`src/rtl/alu_pipe_if.sv`:
```
// rtl/alu_pipe_if.sv - operand/opcode request and result/flag response handshake bundle for alu_pipe
interface alu_pipe_if #(
    parameter int BUS_SIZE    = 8,
    parameter int OPCODE_SIZE = 6
);
    // Request channel: operand/opcode source to ALU
    logic [BUS_SIZE-1:0]    num1;
    logic [BUS_SIZE-1:0]    num2;
    logic [OPCODE_SIZE-1:0] opcode;
    logic                   in_valid;
    logic                   in_ready;

    // Response channel: ALU to result consumer
    logic [BUS_SIZE-1:0]    out;
    logic                   carry;
    logic                   overflow;
    logic                   zero;
    logic                   negative;
    logic                   out_valid;
    logic                   out_ready;

    // Front end side: issues operations and consumes results
    modport master (
        output num1, num2, opcode, in_valid, out_ready,
        input  in_ready, out, carry, overflow, zero, negative, out_valid
    );

    // ALU side
    modport slave (
        input  num1, num2, opcode, in_valid, out_ready,
        output in_ready, out, carry, overflow, zero, negative, out_valid
    );
endinterface

```
`src/rtl/alu_pipe.sv`:
```
// rtl/alu_pipe.sv - registered handshake ALU with iterative shifts and zero/negative/carry/overflow flags
// Optional feature macro: ALU_BARREL_SHIFT_EN (single-cycle barrel shifter, no SHIFT state or counter).
module alu_pipe #(
    parameter int BUS_SIZE    = 8,
    parameter int OPCODE_SIZE = 6,
    parameter int SHAMT_SIZE  = $clog2(BUS_SIZE),
    parameter logic [OPCODE_SIZE-1:0] OP_ADD = OPCODE_SIZE'(6'b100000),
    parameter logic [OPCODE_SIZE-1:0] OP_SUB = OPCODE_SIZE'(6'b100010),
    parameter logic [OPCODE_SIZE-1:0] OP_AND = OPCODE_SIZE'(6'b100100),
    parameter logic [OPCODE_SIZE-1:0] OP_OR  = OPCODE_SIZE'(6'b100101),
    parameter logic [OPCODE_SIZE-1:0] OP_XOR = OPCODE_SIZE'(6'b100110),
    parameter logic [OPCODE_SIZE-1:0] OP_NOR = OPCODE_SIZE'(6'b100111),
    parameter logic [OPCODE_SIZE-1:0] OP_SLL = OPCODE_SIZE'(6'b000000),
    parameter logic [OPCODE_SIZE-1:0] OP_SRL = OPCODE_SIZE'(6'b000010),
    parameter logic [OPCODE_SIZE-1:0] OP_SRA = OPCODE_SIZE'(6'b000011)
) (
    input  logic        clk,
    input  logic        rst_n,
    alu_pipe_if.slave   bus
);

    localparam logic [1:0] ST_IDLE  = 2'd0;
`ifndef ALU_BARREL_SHIFT_EN
    localparam logic [1:0] ST_SHIFT = 2'd1;
`endif
    localparam logic [1:0] ST_DONE  = 2'd2;

    // Architectural state
    logic [1:0]          state_q,    state_d;
    logic [BUS_SIZE-1:0] out_q,      out_d;
    logic                carry_q,    carry_d;
    logic                overflow_q, overflow_d;
    logic                zero_q,     zero_d;
    logic                negative_q, negative_d;

`ifndef ALU_BARREL_SHIFT_EN
    // Iterative shifter: latched opcode, working register and remaining count
    logic [OPCODE_SIZE-1:0] op_q,   op_d;
    logic [BUS_SIZE-1:0]    work_q, work_d;
    logic [SHAMT_SIZE-1:0]  cnt_q,  cnt_d;
    logic [BUS_SIZE-1:0]    work_shifted;
`endif

    // Combinational evaluation of the operation presented on the request channel
    logic [BUS_SIZE:0]     sum_ext;
    logic [BUS_SIZE-1:0]   diff;
    logic [BUS_SIZE-1:0]   calc_res;
    logic                  calc_carry;
    logic                  calc_ovf;
    logic [SHAMT_SIZE-1:0] shamt;
    logic                  is_shift;

    assign shamt    = bus.num2[SHAMT_SIZE-1:0];
    assign is_shift = (bus.opcode == OP_SLL) || (bus.opcode == OP_SRL) ||
                      (bus.opcode == OP_SRA);

    // Result and carry/overflow for the incoming operands; unknown opcodes fall back to ADD
    always_comb begin
        sum_ext    = {1'b0, bus.num1} + {1'b0, bus.num2};
        diff       = bus.num1 - bus.num2;
        calc_res   = sum_ext[BUS_SIZE-1:0];
        calc_carry = sum_ext[BUS_SIZE];
        calc_ovf   = (bus.num1[BUS_SIZE-1] == bus.num2[BUS_SIZE-1]) &&
                     (sum_ext[BUS_SIZE-1] != bus.num1[BUS_SIZE-1]);
        case (bus.opcode)
            OP_SUB: begin
                calc_res   = diff;
                calc_carry = (bus.num1 < bus.num2);
                calc_ovf   = (bus.num1[BUS_SIZE-1] != bus.num2[BUS_SIZE-1]) &&
                             (diff[BUS_SIZE-1] != bus.num1[BUS_SIZE-1]);
            end
            OP_AND: begin
                calc_res   = bus.num1 & bus.num2;
                calc_carry = 1'b0;
                calc_ovf   = 1'b0;
            end
            OP_OR: begin
                calc_res   = bus.num1 | bus.num2;
                calc_carry = 1'b0;
                calc_ovf   = 1'b0;
            end
            OP_XOR: begin
                calc_res   = bus.num1 ^ bus.num2;
                calc_carry = 1'b0;
                calc_ovf   = 1'b0;
            end
            OP_NOR: begin
                calc_res   = ~(bus.num1 | bus.num2);
                calc_carry = 1'b0;
                calc_ovf   = 1'b0;
            end
`ifdef ALU_BARREL_SHIFT_EN
            OP_SLL: begin
                calc_res   = bus.num1 << shamt;
                calc_carry = 1'b0;
                calc_ovf   = 1'b0;
            end
            OP_SRL: begin
                calc_res   = bus.num1 >> shamt;
                calc_carry = 1'b0;
                calc_ovf   = 1'b0;
            end
            OP_SRA: begin
                calc_res   = $unsigned($signed(bus.num1) >>> shamt);
                calc_carry = 1'b0;
                calc_ovf   = 1'b0;
            end
`else
            // Only reached with a zero shift amount; non-zero amounts go through SHIFT
            OP_SLL, OP_SRL, OP_SRA: begin
                calc_res   = bus.num1;
                calc_carry = 1'b0;
                calc_ovf   = 1'b0;
            end
`endif
            default: ;
        endcase
    end

`ifndef ALU_BARREL_SHIFT_EN
    // One-bit step of the iterative shifter; anything other than SLL/SRL is SRA
    always_comb begin
        case (op_q)
            OP_SLL:  work_shifted = {work_q[BUS_SIZE-2:0], 1'b0};
            OP_SRL:  work_shifted = {1'b0, work_q[BUS_SIZE-1:1]};
            default: work_shifted = {work_q[BUS_SIZE-1], work_q[BUS_SIZE-1:1]};
        endcase
    end
`endif

    // FSM next state: accept in IDLE, step shifts in SHIFT, hold result in DONE
    always_comb begin
        state_d    = state_q;
        out_d      = out_q;
        carry_d    = carry_q;
        overflow_d = overflow_q;
        zero_d     = zero_q;
        negative_d = negative_q;
`ifndef ALU_BARREL_SHIFT_EN
        op_d       = op_q;
        work_d     = work_q;
        cnt_d      = cnt_q;
`endif
        case (state_q)
            ST_IDLE: begin
                if (bus.in_valid) begin
`ifndef ALU_BARREL_SHIFT_EN
                    if (is_shift && (shamt != '0)) begin
                        op_d    = bus.opcode;
                        work_d  = bus.num1;
                        cnt_d   = shamt;
                        state_d = ST_SHIFT;
                    end else
`endif
                    begin
                        out_d      = calc_res;
                        carry_d    = calc_carry;
                        overflow_d = calc_ovf;
                        zero_d     = (calc_res == '0);
                        negative_d = calc_res[BUS_SIZE-1];
                        state_d    = ST_DONE;
                    end
                end
            end
`ifndef ALU_BARREL_SHIFT_EN
            ST_SHIFT: begin
                work_d = work_shifted;
                cnt_d  = cnt_q - SHAMT_SIZE'(1);
                if (cnt_q == SHAMT_SIZE'(1)) begin
                    out_d      = work_shifted;
                    carry_d    = 1'b0;
                    overflow_d = 1'b0;
                    zero_d     = (work_shifted == '0);
                    negative_d = work_shifted[BUS_SIZE-1];
                    state_d    = ST_DONE;
                end
            end
`endif
            ST_DONE: begin
                if (bus.out_ready) begin
                    state_d = ST_IDLE;
                end
            end
            default: state_d = ST_IDLE;
        endcase
    end

    // State registers with asynchronous active-low clear
    always_ff @(posedge clk or negedge rst_n) begin
        if (!rst_n) begin
            state_q    <= ST_IDLE;
            out_q      <= '0;
            carry_q    <= 1'b0;
            overflow_q <= 1'b0;
            zero_q     <= 1'b0;
            negative_q <= 1'b0;
`ifndef ALU_BARREL_SHIFT_EN
            op_q       <= '0;
            work_q     <= '0;
            cnt_q      <= '0;
`endif
        end else begin
            state_q    <= state_d;
            out_q      <= out_d;
            carry_q    <= carry_d;
            overflow_q <= overflow_d;
            zero_q     <= zero_d;
            negative_q <= negative_d;
`ifndef ALU_BARREL_SHIFT_EN
            op_q       <= op_d;
            work_q     <= work_d;
            cnt_q      <= cnt_d;
`endif
        end
    end

    assign bus.in_ready  = (state_q == ST_IDLE);
    assign bus.out_valid = (state_q == ST_DONE);
    assign bus.out       = out_q;
    assign bus.carry     = carry_q;
    assign bus.overflow  = overflow_q;
    assign bus.zero      = zero_q;
    assign bus.negative  = negative_q;

endmodule

```
`src/flat_wrapper.sv`:
```
// flat-port wrapper written by rule: the top's interface ports become plain ports
module alu_pipe_flat 
#(
    parameter int BUS_SIZE    = 8,
    parameter int OPCODE_SIZE = 6,
    parameter int SHAMT_SIZE  = $clog2(BUS_SIZE),
    parameter logic [OPCODE_SIZE-1:0] OP_ADD = OPCODE_SIZE'(6'b100000),
    parameter logic [OPCODE_SIZE-1:0] OP_SUB = OPCODE_SIZE'(6'b100010),
    parameter logic [OPCODE_SIZE-1:0] OP_AND = OPCODE_SIZE'(6'b100100),
    parameter logic [OPCODE_SIZE-1:0] OP_OR  = OPCODE_SIZE'(6'b100101),
    parameter logic [OPCODE_SIZE-1:0] OP_XOR = OPCODE_SIZE'(6'b100110),
    parameter logic [OPCODE_SIZE-1:0] OP_NOR = OPCODE_SIZE'(6'b100111),
    parameter logic [OPCODE_SIZE-1:0] OP_SLL = OPCODE_SIZE'(6'b000000),
    parameter logic [OPCODE_SIZE-1:0] OP_SRL = OPCODE_SIZE'(6'b000010),
    parameter logic [OPCODE_SIZE-1:0] OP_SRA = OPCODE_SIZE'(6'b000011)
)
  (clk, rst_n, bus_num1, bus_num2, bus_opcode, bus_in_valid, bus_out_ready, bus_in_ready, bus_out, bus_carry, bus_overflow, bus_zero, bus_negative, bus_out_valid);
  alu_pipe_if #(.BUS_SIZE(BUS_SIZE), .OPCODE_SIZE(OPCODE_SIZE)) bus_i ();
  input  logic clk;
  input  logic rst_n;
  input wire logic [$bits(bus_i.num1)-1:0] bus_num1;
  input wire logic [$bits(bus_i.num2)-1:0] bus_num2;
  input wire logic [$bits(bus_i.opcode)-1:0] bus_opcode;
  input wire logic [$bits(bus_i.in_valid)-1:0] bus_in_valid;
  input wire logic [$bits(bus_i.out_ready)-1:0] bus_out_ready;
  output wire logic [$bits(bus_i.in_ready)-1:0] bus_in_ready;
  output wire logic [$bits(bus_i.out)-1:0] bus_out;
  output wire logic [$bits(bus_i.carry)-1:0] bus_carry;
  output wire logic [$bits(bus_i.overflow)-1:0] bus_overflow;
  output wire logic [$bits(bus_i.zero)-1:0] bus_zero;
  output wire logic [$bits(bus_i.negative)-1:0] bus_negative;
  output wire logic [$bits(bus_i.out_valid)-1:0] bus_out_valid;
  assign bus_i.num1 = bus_num1;
  assign bus_i.num2 = bus_num2;
  assign bus_i.opcode = bus_opcode;
  assign bus_i.in_valid = bus_in_valid;
  assign bus_i.out_ready = bus_out_ready;
  assign bus_in_ready = bus_i.in_ready;
  assign bus_out = bus_i.out;
  assign bus_carry = bus_i.carry;
  assign bus_overflow = bus_i.overflow;
  assign bus_zero = bus_i.zero;
  assign bus_negative = bus_i.negative;
  assign bus_out_valid = bus_i.out_valid;
  alu_pipe #(.BUS_SIZE(BUS_SIZE), .OPCODE_SIZE(OPCODE_SIZE), .SHAMT_SIZE(SHAMT_SIZE), .OP_ADD(OP_ADD), .OP_SUB(OP_SUB), .OP_AND(OP_AND), .OP_OR(OP_OR), .OP_XOR(OP_XOR), .OP_NOR(OP_NOR), .OP_SLL(OP_SLL), .OP_SRL(OP_SRL), .OP_SRA(OP_SRA)) u_core (.clk(clk), .rst_n(rst_n), .bus(bus_i));
endmodule
```
`config.mk`:
```
export PLATFORM = sky130hd
export DESIGN_NAME = alu_pipe_flat
export DESIGN_NICKNAME = d
export VERILOG_FILES = /design/src/rtl/alu_pipe_if.sv /design/src/rtl/alu_pipe.sv /design/src/flat_wrapper.sv
export SDC_FILE = /design/constraint.sdc
export NUM_CORES = 1
export LEC_CHECK = 0
export ABC_AREA = 1
export ABC_CLOCK_PERIOD_IN_PS = 3620
export CAP_MARGIN = 20
export CELL_PAD_IN_SITES_DETAIL_PLACEMENT = 0
export CELL_PAD_IN_SITES_GLOBAL_PLACEMENT = 1
export CORE_MARGIN = 1.5
export CORE_UTILIZATION = 43
export DETAILED_ROUTE_END_ITERATION = 6
export GPL_TIMING_DRIVEN = 0
export PLACE_DENSITY_LB_ADDON = 0.3
export SETUP_SLACK_MARGIN = 0.4
export SLEW_MARGIN = 25
export SYNTH_ARGS = -nofsm -noshare
export SYNTH_HDL_FRONTEND = slang
export SYNTH_SLANG_ARGS = --single-unit
```
`constraint.sdc`:
```
create_clock -name clk -period 3.62 [get_ports clk]
set_input_delay 0.543 -clock clk [delete_from_list [all_inputs] [get_ports clk]]
set_output_delay 0.543 -clock clk [all_outputs]
set_load 0.005 [all_outputs]
```
Yosys cells after proc, flatten, opt, wreduce, memory -nomap -nowiden

Index checks and enable logic that the tools add are counted.
Widths: inputs -> output; s select.

Register bits after elaboration: 31
Input port bits: 26
Logic and storage cells: 89
Output and inout port bits: 14

Reductions and logical operators: 18
Add/sub/neg operators: 3
Multiplexer cells: 34
Bitwise operators: 4
Order comparisons: 1
Equal/unequal tests: 20

Operator list:

| kind               | number |
|---|---|
| $pmux 8 s2         | 3 |
| $pmux 8 s6         | 1 |
| $mux 8             | 5 |
| $eq 6x6->1 const B | 5 |
| $eq 6x2->1 const B | 3 |
| $logic_not 8->1    | 2 |
| $logic_not 6->1    | 2 |
| $pmux 1 s2         | 6 |
| $mux 1             | 11 |
| $add 8x8->9        | 1 |
| $reduce_and 3->1   | 3 |
| $and 8x8->8        | 1 |
| $lt 8x8->1         | 1 |
| $mux 2             | 4 |
| $not 8->8          | 1 |
| $or 8x8->8         | 1 |
| $sub 8x8->8        | 1 |
| $xor 8x8->8        | 1 |
| $reduce_or 7->1    | 1 |
| $mux 3             | 2 |
| $ne 2x2->1 const B | 3 |
| $pmux 2 s3         | 1 |
| $pmux 3 s2         | 1 |
| $ne 2x1->1 const B | 2 |
| 13 further kinds   | 18 |

Logic depth before layout (Yosys ltp)

Gate-level depths: netlist (run 1).

Word-level depth: 7
Mapped depth: 15
Depth with buffers taken out: 15

Least setup slack after synthesis (run 1)

No wires, ideal clock.

Path type: input port to flip-flop
Start: input port bus_num1[0]
End: register u_core.zero_q, in the netlist u_core.bus.zero
Stages on the path: 14
Path slack: 1.637 ns
Data arrival time: 1.905 ns
Path through: inv_1 ha_1 fa_1 inv_1 nand2_1 nand2_1 nand3_1 nand3_1 nand3_1 nand2_1 nand2_1 nor2_1 nand3_1 a21oi_1

Longest elaborated chain between the ends: 7
Elaborated cells on any way between the ends: 11

RTL lines:

| element                                             | line               | source |
|---|---|---|
| start: declaration                                  | flat_wrapper.sv:21 | `input wire logic [$bits(bus_i.num1)-1:0] bus_num1;` |
| branches (longest 2 deep; another with $add 8x8->9) | -                  |  |
| $pmux 8 s6 (*)                                      | alu_pipe.sv:65     | `case (bus.opcode)` |
| $logic_not 8->1 (*)                                 | alu_pipe.sv:159    | `zero_d = (calc_res == '0);` |
| $mux 1 (*)                                          | alu_pipe.sv:148    | `if (is_shift && (shamt != '0)) begin` |
| $mux 1 (*)                                          | alu_pipe.sv:146    | `if (bus.in_valid) begin` |
| $pmux 1 s2 (*)                                      | alu_pipe.sv:144    | `case (state_q)` |
| end signal: assignment                              | alu_pipe.sv:207    | `zero_q <= zero_d;` |
| end: declaration                                    | alu_pipe.sv:33     | `logic zero_q, zero_d;` |

Every way passes the cells marked *. The select of a mux whose other input is x is not followed.
A chain may end at the register's enable or synchronous reset.

Worst setup path in the final report (run 1)

Start: input port bus_num2[1]
End: register u_core.zero_q, in the netlist u_core.bus.zero

Longest elaborated chain between the ends: 7
Elaborated cells on any way between the ends: 15

RTL lines:

| element                                             | line               | source |
|---|---|---|
| start: declaration                                  | flat_wrapper.sv:22 | `input wire logic [$bits(bus_i.num2)-1:0] bus_num2;` |
| branches (longest 7 deep; another with $add 8x8->9) | -                  |  |

Parallel ways; which one is timed is not known. The select of a mux whose other input is x is not followed.

==> metrics.md, run 1 <==
| Metric | Value |
|---|---|
| Status | complete, no violations |
| Clk Latency, worst-skew pair | a little under 0.3 ns |
| Ant. Diodes | 0 |
| Cell count after placement | around 600 |
| Post-route insts no fill | between 600 and 700 |
| Gr ovfl total | 0 |
| # DRC | 0 |
| Placement row count | 30 |
| CTS tree | yes |
| Vias | 3,175 |
| Most frequent cells in the layout | nand2_1 (112), inv_1 (74), nand3_1 (61), nor2_1 (45), clkdlybuf4s50_1 (38) |
| CTS resizes | 0 |
| Vias/cell | approximately 5.2 |
| Ys async rst share | 1.000 |
| Maxcap violations | 0 |
| Setup crit end kind | register |
| Post-Place Worst Slack | about 0.62 ns |
| # nets final | between 500 and 600 |
| Global-route wire length before repair | 14,940 µm |
| Initial antenna violation count | 0 |
| Most common cell after layout, fill and taps aside | nand2_1 |
| Seq/Total Area, Yosys | 0.2425 |
| Share of layout cells above drive strength 1 | 0.09589 |
| Area of the core | 6869 µm² |
| Worst Path Required | around 3.8 ns |
| Final antenna-violating net count | 0 |
| HPWL Detailed | ~7200 µm |
| RSZ-0062 raised after global routing | false |
| CTS H-tree depth | 2 |
| Critical path class | in -> reg |
| Syn nets | just over 500 |
| Power Density | 456.2 nW/µm² |
| Synth Register Bits | 30 |
| Post-synthesis compound-gate area fraction | 0.1249 |
| Actual slew at the worst max-slew pin | 0.7885 ns |
| Post-CTS Setup Repair Bufs | 0 |
| Placer Congestion | between 0.9 and 1 |
| Final Hold Fails | 0 |
| CP arrival | slightly below 3 ns |
| Synth Flop Type | dfrtp_1 |
| Synth unique cells | between 40 and 50 |
| Simple-gate portion of the synthesized area | 0.3872 |
| XOR/XNOR Fraction of Synth Area | 0.008488 |
| DRT iter0 DRCs | a little over 200 |
| Final Power | between 1500 and 2000 µW |
| Setup-failing EPs final | 0 |
| Filler cells | 699 |
| Final WL | roughly 9100 µm |
| PortBufs | 39 |
| Final Max Slew Viols | 0 |
| F_max | ~370 MHz |
| Die extent in x | about 88 µm |
| Combinational family with the most area after synthesis | simple AND/OR/NAND/NOR gates |
| WL/cell | roughly 15 µm |
| Mux share of post-synthesis cell area | 0 |
| Worst Hold Margin | 0.2893 ns |
| Leakage | just under 0.002 µW |
| Avg Cell Area, Syn | 6.671 µm² |
| Ys Warns | 0 |
| Adder-cell share of the synthesized area | 0.1180 |
| Root Buffer | clkbuf_8 |
| CP max FO | 5 |
| Largest net degree at the start of global routing | 31 |
| IO Pins | 40 |
| Clock Tree Buf Depth | 2 |
| Mapped Area | slightly above 3000 µm² |
| TNS Setup | 0 ns |
| Total die area | just under 8000 µm² |
| Syn Inst Count | roughly 460 |
| Post-synth EDFFs | 0 |
| All-Layer GR Usage | 0.2530 |
| Initial core utilization | 0.4506 |
| Max_slew headroom | 0.4724 |
| Final min period | about 2.7 ns |
| Area grow syn2layout | 20.94% |
| CTS Hold Bufs | 0 |
| Reg clk slew, reported paths | approximately 0.07 ns |
| Initial DRT Pass Iterations | 4 |
| Hold crit path type | in -> async |
| Worst Clk Skew | roughly 0.0028 ns |
| VDD IR max | between 0.00015 and 0.0002 V |
| CTS buffer count | 5 |
| Fin worst setup slack | between 0.8 and 0.9 ns |
| Vias in the first global route | 3,023 |
| Clock Sinks | 30 |
| DIE HEIGHT | 87.85 µm |
| Startpoint types | input pin |
| Crit share post-route | 0.7564 |
-- layer usage --
metal  up-vias  global-route usage  wire length [µm]
li1       1597                   -                 -
met1      1447              0.3199              4074
met2       106              0.4400              4371
met3        25             0.01791               424
met4         0              0.1126               276
met5         -                   0                 0
-- logic make-up (layout without fill, tap and decap cells) --
logic type      after synthesis  in the layout
compound gates               56             56
fa+ha+maj                    28             28
simple gates                257            257
flops                        30             30
buf+inv                      90            137
xor+xnor                      3              3
-- where the power goes --
part	internal (µW)	switching, µW
Combinational	349	399
Sequential	464	72.9
Clock	293	130
Total	1110	602
-- cells in the mapped netlist (5+ instances only) --
cell	number	area, µm²
buf_2	6	30.03
a21oi_1	14	70.07
inv_1	74	277.8
o221ai_1	5	43.79
nor2_1	45	168.9
o21ai_0	15	75.07
dfrtp_1	30	750.7
nand4_1	10	62.56
nand2_1	112	420.4
inv_2	5	18.77
ha_1	26	325.3
nand3_1	61	305.3
nor3_1	7	35.03
-- final timing paths --
kind,start,to,slack [ns],cells after the start
hold reg to reg,u_core.op_q[4],u_core.op_q[4],0.47,2
min in group clk,u_core.op_q[4],u_core.op_q[4],0.47,2
hold / removal,rst_n,u_core.op_q[2],0.29,1
max in group asynchronous,rst_n,u_core.op_q[4],2.90,1
setup / recovery,bus_num2[1],u_core.bus.zero,0.88,14
setup reg to reg,u_core.op_q[3],u_core.bus.zero,1.92,10
-- sequential cells by signal (all words and copies together), names as in the netlist --
signal               flops
u_core.bus.carry         1
u_core.bus.negative      1
u_core.bus.out           7
u_core.bus.overflow      1
u_core.bus.zero          1
u_core.cnt_q             3
u_core.op_q              6
u_core.state_q           2
u_core.work_q            8
-- layout make-up --
| cell class | count | area [µm²] | area share |
|---|---|---|---|
| Buffer | 11 | 71.32 | 0.01905 |
| Clock inverter | 2 | 60.06 | 0.01604 |
| Multi-Input combinational cell | 344 | 1977 | 0.5281 |
| Tap cell | 96 | 120.1 | 0.03209 |
| Sequential cell | 30 | 750.7 | 0.2005 |
| Timing Repair Buffer | 39 | 385.4 | 0.1029 |
| Inverter | 79 | 296.5 | 0.07921 |
| Clock buffer | 6 | 82.58 | 0.02206 |
-- critical path, cell delays in order --
cell             delay, ns
clkdlybuf4s50_1       0.64
inv_1                 0.16
ha_1                  0.36
inv_1                 0.07
nand2_1               0.05
nand2_1               0.17
nand3_1               0.09
nand3_1               0.09
nand2_1               0.05
nor2_1                0.22
nand3_1               0.10
nor2_1                0.14
nand3_1               0.12
a21oi_1               0.14
-- metrics by stage --
stage | util | instance area (µm²)
floorplan | - | 3095
global placement | 0.5250 | 3606
detailed placement | 0.5242 | 3601
CTS | 0.5450 | 3744
global route | 0.5450 | 3744
finish | 0.5450 | 3744
(Power assumes the default switching activity.)
==> run 2, diff against run 1 <==
--- a/config.mk
+++ b/config.mk
@@ -6,12 +6,12 @@
 export NUM_CORES = 1
 export LEC_CHECK = 0
 export ABC_AREA = 1
-export ABC_CLOCK_PERIOD_IN_PS = 3620
+export ABC_CLOCK_PERIOD_IN_PS = 2800
 export CAP_MARGIN = 20
 export CELL_PAD_IN_SITES_DETAIL_PLACEMENT = 0
 export CELL_PAD_IN_SITES_GLOBAL_PLACEMENT = 1
 export CORE_MARGIN = 1.5
-export CORE_UTILIZATION = 43
+export CORE_UTILIZATION = 40
 export DETAILED_ROUTE_END_ITERATION = 6
 export GPL_TIMING_DRIVEN = 0
 export PLACE_DENSITY_LB_ADDON = 0.3
==> constraint.sdc (replaced) <==
create_clock -name clk -period 2.8 [get_ports clk]
set_input_delay 0.42 -clock clk [delete_from_list [all_inputs] [get_ports clk]]
set_output_delay 0.42 -clock clk [all_outputs]
set_load 0.005 [all_outputs]
==> run 2 against run 1 <==
  * Critical path depth decreased by 4
  * Clock skew increased by 0.0035 ns
  * Critical endpoint unchanged
  * Worst hold slack got worse by 0.13 ns
  * Sequential power increased by 30%
  * Clock power decreased by 16%
  * Via count increased by 0.57%
  * Routed wire length increased by 1.6%
  * Largest cell class unchanged
==> metrics.md, run 2 (synthesized netlist as in run 1, its figures left out) <==
| Metric | Value |
|---|---|
| Setup-failing EPs final | 0 |
| DP Area | ~3600 µm² |
| Largest net degree at the start of global routing | 31 |
| Critical path class | in -> reg |
| Placer Congestion | between 0.8 and 0.9 |
| Setup crit end kind | register |
| PortBufs | 39 |
| Vias | around 3.2k |
| Final WL | between 9000 and 10,000 µm |
| DRT iter0 DRCs | roughly 110 |
| Max_slew headroom | 0.5490 |
| All-Layer GR Usage | 0.2275 |
| Share of layout cells above drive strength 1 | 0.1387 |
| Most frequent cells in the layout | nand2_1 (109), inv_1 (72), nand3_1 (60), nor2_1 (40), dfrtp_1 (30) |
| Worst Path Required | between 3 and 4 ns |
| Area grow syn2layout | 23.32% |
| Power Density | 536.0 nW/µm² |
| Vias/cell | roughly 5.2 |
| IO Pins | 40 |
| Crit Reg-Reg Endpoint | u_core.bus.zero |
| Root Buffer | clkbuf_8 |
| Worst r2r path cells | 10 |
| Initial core utilization | 0.4200 |
| Initial DRT Pass Iterations | 5 |
| Final antenna-violating net count | 0 |
| Post-CTS Setup Repair Bufs | 0 |
| Post-route insts no fill | a little over 600 |
| Ant. Diodes | 0 |
| Multi-input logic area | about 2100 µm² |
| Area of the core | 7370 µm² |
| Clock Tree Buf Depth | 2 |
| Placement row count | 31 |
| WL/cell | ~15 µm |
| Total die area | 8276 µm² |
| DIE HEIGHT | between 90 and 100 µm |
| Startpoint types | input pin |
| Seq. cell area | ~750 µm² |
| Final Hold Fails | 0 |
| CP arrival | 2.52 ns |
| Vias in the first global route | 3,051 |
| Final Power | just over 2000 µW |
| Cell count after placement | roughly 600 |
| Max reg flops | 8 |
| Gr ovfl total | 0 |
| # nets final | approximately 570 |
| Most flops, register | u_core.work_q |
| RSZ-0062 raised after global routing | false |
| Most common cell after layout, fill and taps aside | nand2_1 |
| Final Max Slew Viols | 0 |
| Status | complete, no violations |
| Filler cells | about 760 |
| Global-route wire length before repair | 14,990 µm |
| Reg clk slew, reported paths | 0.06 ns |
| Final min period | ~2.3 ns |
| Leakage | between 0.002 and 0.0025 µW |
| F_max | roughly 430 MHz |
| Origin of the critical flop-to-flop path | u_core.op_q[3] |
| Fin area | around 3800 µm² |
| Hold crit path type | in -> async |
| Fin worst setup slack | between 0.4 and 0.5 ns |
| VDD IR max | ~0.00021 V |
| CP max FO | 7 |
| Clock Sinks | 30 |
| Die extent in x | ~91 µm |
| Reg2reg setup slack | ~1.2 ns |
| HPWL Detailed | approximately 7200 µm |
| CTS tree | yes |
| CTS H-tree depth | 2 |
| Post-Place Worst Slack | -0.09160 ns |
| Clk Latency, worst-skew pair | approximately 0.29 ns |
| CTS Hold Bufs | 0 |
| Actual slew at the worst max-slew pin | slightly below 0.7 ns |
| Crit share post-route | 0.8259 |
| Maxcap violations | 0 |
| CTS buffer count | 5 |
| Worst Clk Skew | 0.006278 ns |
| # DRC | 0 |
| Initial antenna violation count | 0 |
## run 2: changes by cell type in the layout (fill, tap and decap cells not counted), moves of 3 or more
cell             change
nor2_2               +3
buf_6                +3
nand2_1              -3
nor2_1               -5
nand2_2              +3
clkdlybuf4s50_1     -10
a21oi_1              -3
buf_2                -3
dlymetal6s2s_1       +6
a21oi_2              +3
ha_1                 -3
## run 2: layer usage
layer	global-route usage	up-vias	part of all wire	wire, µm
met3	0.01843	11	0.057	532
met4	0.07682	0	0.012	116
met2	0.3949	100	0.50	4613
met1	0.2955	1487	0.43	4028
met5	0	-	0	0
li1	-	1595	-	-
## run 2: final cells by class
cell class | instances | share of cell area
plain buffers | 11 | 0.02425
inverters | 79 | 0.07768
multi-input cells | 344 | 0.5408
clock inverters | 1 | 0.001311
flip-flops and latches | 30 | 0.1967
repair buffers | 40 | 0.1042
well taps | 99 | 0.03245
clock buffers | 7 | 0.02262
## run 2: where the power goes
group	internal, µW	total [µW]	switching [µW]	leakage, µW
Combinational	467	991	524	0.00158
Clock	198	358	160	0.0000482
Sequential	600	697	97.2	0.000372
## run 2: critical path: stages
cell             delay (ns)
clkdlybuf4s50_1        0.47
nor2_2                 0.39
nand3_4                0.20
nand3_1                0.26
nand3_1                0.10
nor2_1                 0.12
nand2_1                0.13
a21oi_2                0.15
nand3_1                0.12
a21oi_1                0.15
## run 2: how the worst max path moves through the flow
stage / startpoint / end / slack (ns)
after floorplan: bus_num1[0] / u_core.bus.zero / 0.94
after global placement: bus_num2[1] / u_core.bus.zero / -0.05
after detailed placement: bus_num2[1] / u_core.bus.zero / -0.09
after CTS: bus_num2[2] / u_core.bus.zero / 0.41
after global routing: bus_opcode[5] / u_core.bus.zero / 0.40
final: bus_opcode[5] / u_core.bus.zero / 0.49
## run 2: repair_timing
item | 4_1_cts | 5_1_grt
setup endpoints to repair | 3 | 4
gates resized for setup | 12 | 32
pin swaps | 1 | 7
cloned | 0 | 1
## run 2: metrics by stage
stage	hold WS (ns)	utilization	setup TNS (ns)
CTS	0.1853	0.5039	0
detailed placement	0.4551	0.4891	-0.09160
floorplan	0.1244	-	0
global placement	0.4503	0.4898	-0.05046
finish	0.1631	0.5180	0
global route	0.2214	0.5180	0
==> run 3, diff against run 2 <==
--- a/config.mk
+++ b/config.mk
@@ -6,12 +6,12 @@
 export NUM_CORES = 1
 export LEC_CHECK = 0
 export ABC_AREA = 1
-export ABC_CLOCK_PERIOD_IN_PS = 2800
+export ABC_CLOCK_PERIOD_IN_PS = 2000
 export CAP_MARGIN = 20
 export CELL_PAD_IN_SITES_DETAIL_PLACEMENT = 0
 export CELL_PAD_IN_SITES_GLOBAL_PLACEMENT = 1
 export CORE_MARGIN = 1.5
-export CORE_UTILIZATION = 40
+export CORE_UTILIZATION = 36
 export DETAILED_ROUTE_END_ITERATION = 6
 export GPL_TIMING_DRIVEN = 0
 export PLACE_DENSITY_LB_ADDON = 0.3
==> constraint.sdc (replaced) <==
create_clock -name clk -period 2 [get_ports clk]
set_input_delay 0.3 -clock clk [delete_from_list [all_inputs] [get_ports clk]]
set_output_delay 0.3 -clock clk [all_outputs]
set_load 0.005 [all_outputs]
==> run 3 against run 2 <==
  * First-iteration DRC count grew 83%
  * Sequential share of layout area fell by 3.8 points
  * Sequential power increased by 40%
  * Power up 57%
  * Routed wire length is 14% higher
  * Core utilization is 5.7 points higher
==> metrics.md, run 3 (synthesized netlist as in run 1, its figures left out) <==
| Metric | Value |
|---|---|
| Worst Clk Skew | approximately 0.0060 ns |
| Placer Congestion | 0.8975 |
| Finished Core Util | 0.5755 |
| Die extent in x | around 96 µm |
| Root Buffer | clkbuf_8 |
| Final Max Slew Viols | 0 |
| CTS Hold Bufs | 0 |
| Placement row count | 33 |
| Area grow syn2layout | 53.52% |
| Worst r2r path cells | 9 |
| Final WL | approximately 11,000 µm |
| Reg2reg setup slack | approximately 0.44 ns |
| Critical path class | in -> reg |
| CP arrival | 1.85 ns |
| Largest net degree at the start of global routing | 31 |
| Status | complete, no violations |
| Clock Tree Buf Depth | 2 |
| Post-route insts no fill | 665 |
| Vias/cell | about 5.3 |
| IO Pins | 40 |
| HPWL Detailed | 7417 µm |
| Part of the power in the clock network | 0.140 |
| Cell count after placement | about 610 |
| Seq pwr share | 0.305 |
| Final Hold Fails | 0 |
| # nets final | 614 |
| # DRC | 0 |
| P_int | about 2000 µW |
| Max Used Layer | met4 |
| RSZ-0062 raised after global routing | true |
| Filler cells | around 760 |
| Crit Reg-Reg Endpoint | u_core.bus.zero |
| Vias in the first global route | roughly 3.4k |
| Total die area | between 9000 and 10,000 µm² |
| TNS Setup | 0 ns |
| Area of the core | ~8300 µm² |
| WL met2 | slightly above 5000 µm |
| Gr ovfl total | 0 |
| Maxcap violations | 0 |
| Crit share post-route | 0.8209 |
| Leakage | about 0.0023 µW |
| Metal3 WL | 545 µm |
| CP max-delay cell | ha_4 |
| Family with the most delay on the worst path | simple AND/OR/NAND/NOR gates |
| Initial antenna violation count | 0 |
| Initial DRT Pass Iterations | 4 |
| Max incr delay on CP | about 0.26 ns |
| Reg clk slew, reported paths | 0.06 ns |
| Max_slew headroom | 0.5573 |
| Setup crit end kind | register |
| CP bufs+invs | 4 |
| Global-route wire length before repair | ~17,000 µm |
| WL/cell | 15.88 µm |
| CTS tree | yes |
| Final antenna-violating net count | 0 |
| Worst Path Required | between 2 and 2.5 ns |
| Met1 Wirelength | 4399 µm |
| Most flops, register | u_core.work_q |
| Clk Latency, worst-skew pair | ~0.28 ns |
| Setup-failing EPs final | 0 |
| Final min period | around 1.6 ns |
| CP max FO | 6 |
| Initial core utilization | 0.3748 |
| Max reg flops | 8 |
| Actual slew at the worst max-slew pin | about 0.66 ns |
| DRT iter0 DRCs | 198 |
| Vias | ~3.5k |
| CTS H-tree depth | 2 |
| Startpoint types | input pin |
| Power Density | slightly below 700 nW/µm² |
| Most common cell after layout, fill and taps aside | nand2_1 |
| Ant. Diodes | 0 |
| Switch Pwr | approximately 1300 µW |
| All-Layer GR Usage | 0.2424 |
| F_max | a little over 600 MHz |
| Origin of the critical flop-to-flop path | u_core.op_q[3] |
| CTS buffer count | 5 |
| PortBufs | 39 |
| Switching Share | 0.3920 |
| VDD IR max | approximately 0.00027 V |
| CP Cell Sequence | buf_8, inv_6, ha_4, buf_6, buf_6, nand2_4, o21bai_4, xor2_1, nand2_1, nand2_2, nand2_1, nor2_2, nand3_2, a21oi_2 |
| DIE HEIGHT | roughly 96 µm |
| Most frequent cells in the layout | nand2_1 (89), inv_1 (52), buf_4 (47), nand3_1 (43), dfrtp_1 (28) |
| Clock Sinks | 30 |
| Combinational power share | 0.555 |
| Share of layout cells above drive strength 1 | 0.4268 |
| Hold crit path type | in -> async |
run 3: cell types whose count changed in the layout (fill, tap and decap cells not counted), sizes merged:
cell / change
buf: +64
dlygate4sd2: +1
clkdlybuf4s50: -14
dlymetal6s2s: -6
clkbuf: +2
clkinv: +1
run 3: worst max-delay path by stage:
stage,startpoint,to,depth (start not counted)
3_5_place_dp,bus_num2[1],u_core.bus.zero,14
4_1_cts,bus_num1[0],u_core.bus.zero,15
2_1_floorplan,bus_num1[0],u_core.bus.zero,14
3_3_place_gp,bus_num2[1],u_core.bus.zero,14
5_1_grt,bus_num2[3],u_core.bus.zero,14
6_report,bus_num2[2],u_core.bus.zero,14
run 3: per-stage QoR:
step                      power (µW)  hold WS, ns  worst slack, ns  instance area, µm²
after detailed placement        2336       0.3769          -0.7538                3632
after CTS                       3030      0.07060           0.2973                4375
final                           3205      0.04515           0.3582                4752
after floorplan                 1774     0.004409           0.3338                3115
after global routing            3475       0.1060           0.2754                4752
after global placement          2312       0.4499          -0.7727                3637
run 3: final cells by class:
cell class	count	area, µm²	share of cell area
clock inverters	2	10.01	0.002106
plain buffers	11	122.6	0.02580
clock buffers	5	68.82	0.01448
flip-flops and latches	30	753.2	0.1585
repair buffers	89	785.8	0.1654
inverters	79	349.1	0.07346
well taps	105	131.4	0.02765
multi-input cells	344	2531	0.5326
run 3: power by group through the flow:
stage	combinational, µW	sequential, µW	clock (µW)
2_1_floorplan	809	966	0
3_3_place_gp	1330	978	0
3_5_place_dp	1350	990	0
4_1_cts	1590	976	462
5_1_grt	1970	1010	496
6_report	1780	978	449
run 3: per-layer routing:
metal,vias to the layer above,global-route usage
met2,141,0.4225
met1,1635,0.3064
met5,-,0
met4,0,0.1066
li1,1703,-
met3,34,0.01501
run 3: timing repair:
item	4_1_cts	5_1_grt
setup endpoints to repair	32	29
resized for setup	193	109
pin swaps	46	46
buffers inserted	36	10
gates cloned	3	1
run 3: worst reg2reg max path, stage by stage (launching register included):
cell     delay, ns
dfrtp_1       0.39
nor2_2        0.13
nand2_1       0.09
nor2_4        0.15
inv_1         0.10
a21oi_1       0.25
nand3_1       0.11
nor2_1        0.09
nor2_1        0.05
a21oi_2       0.12
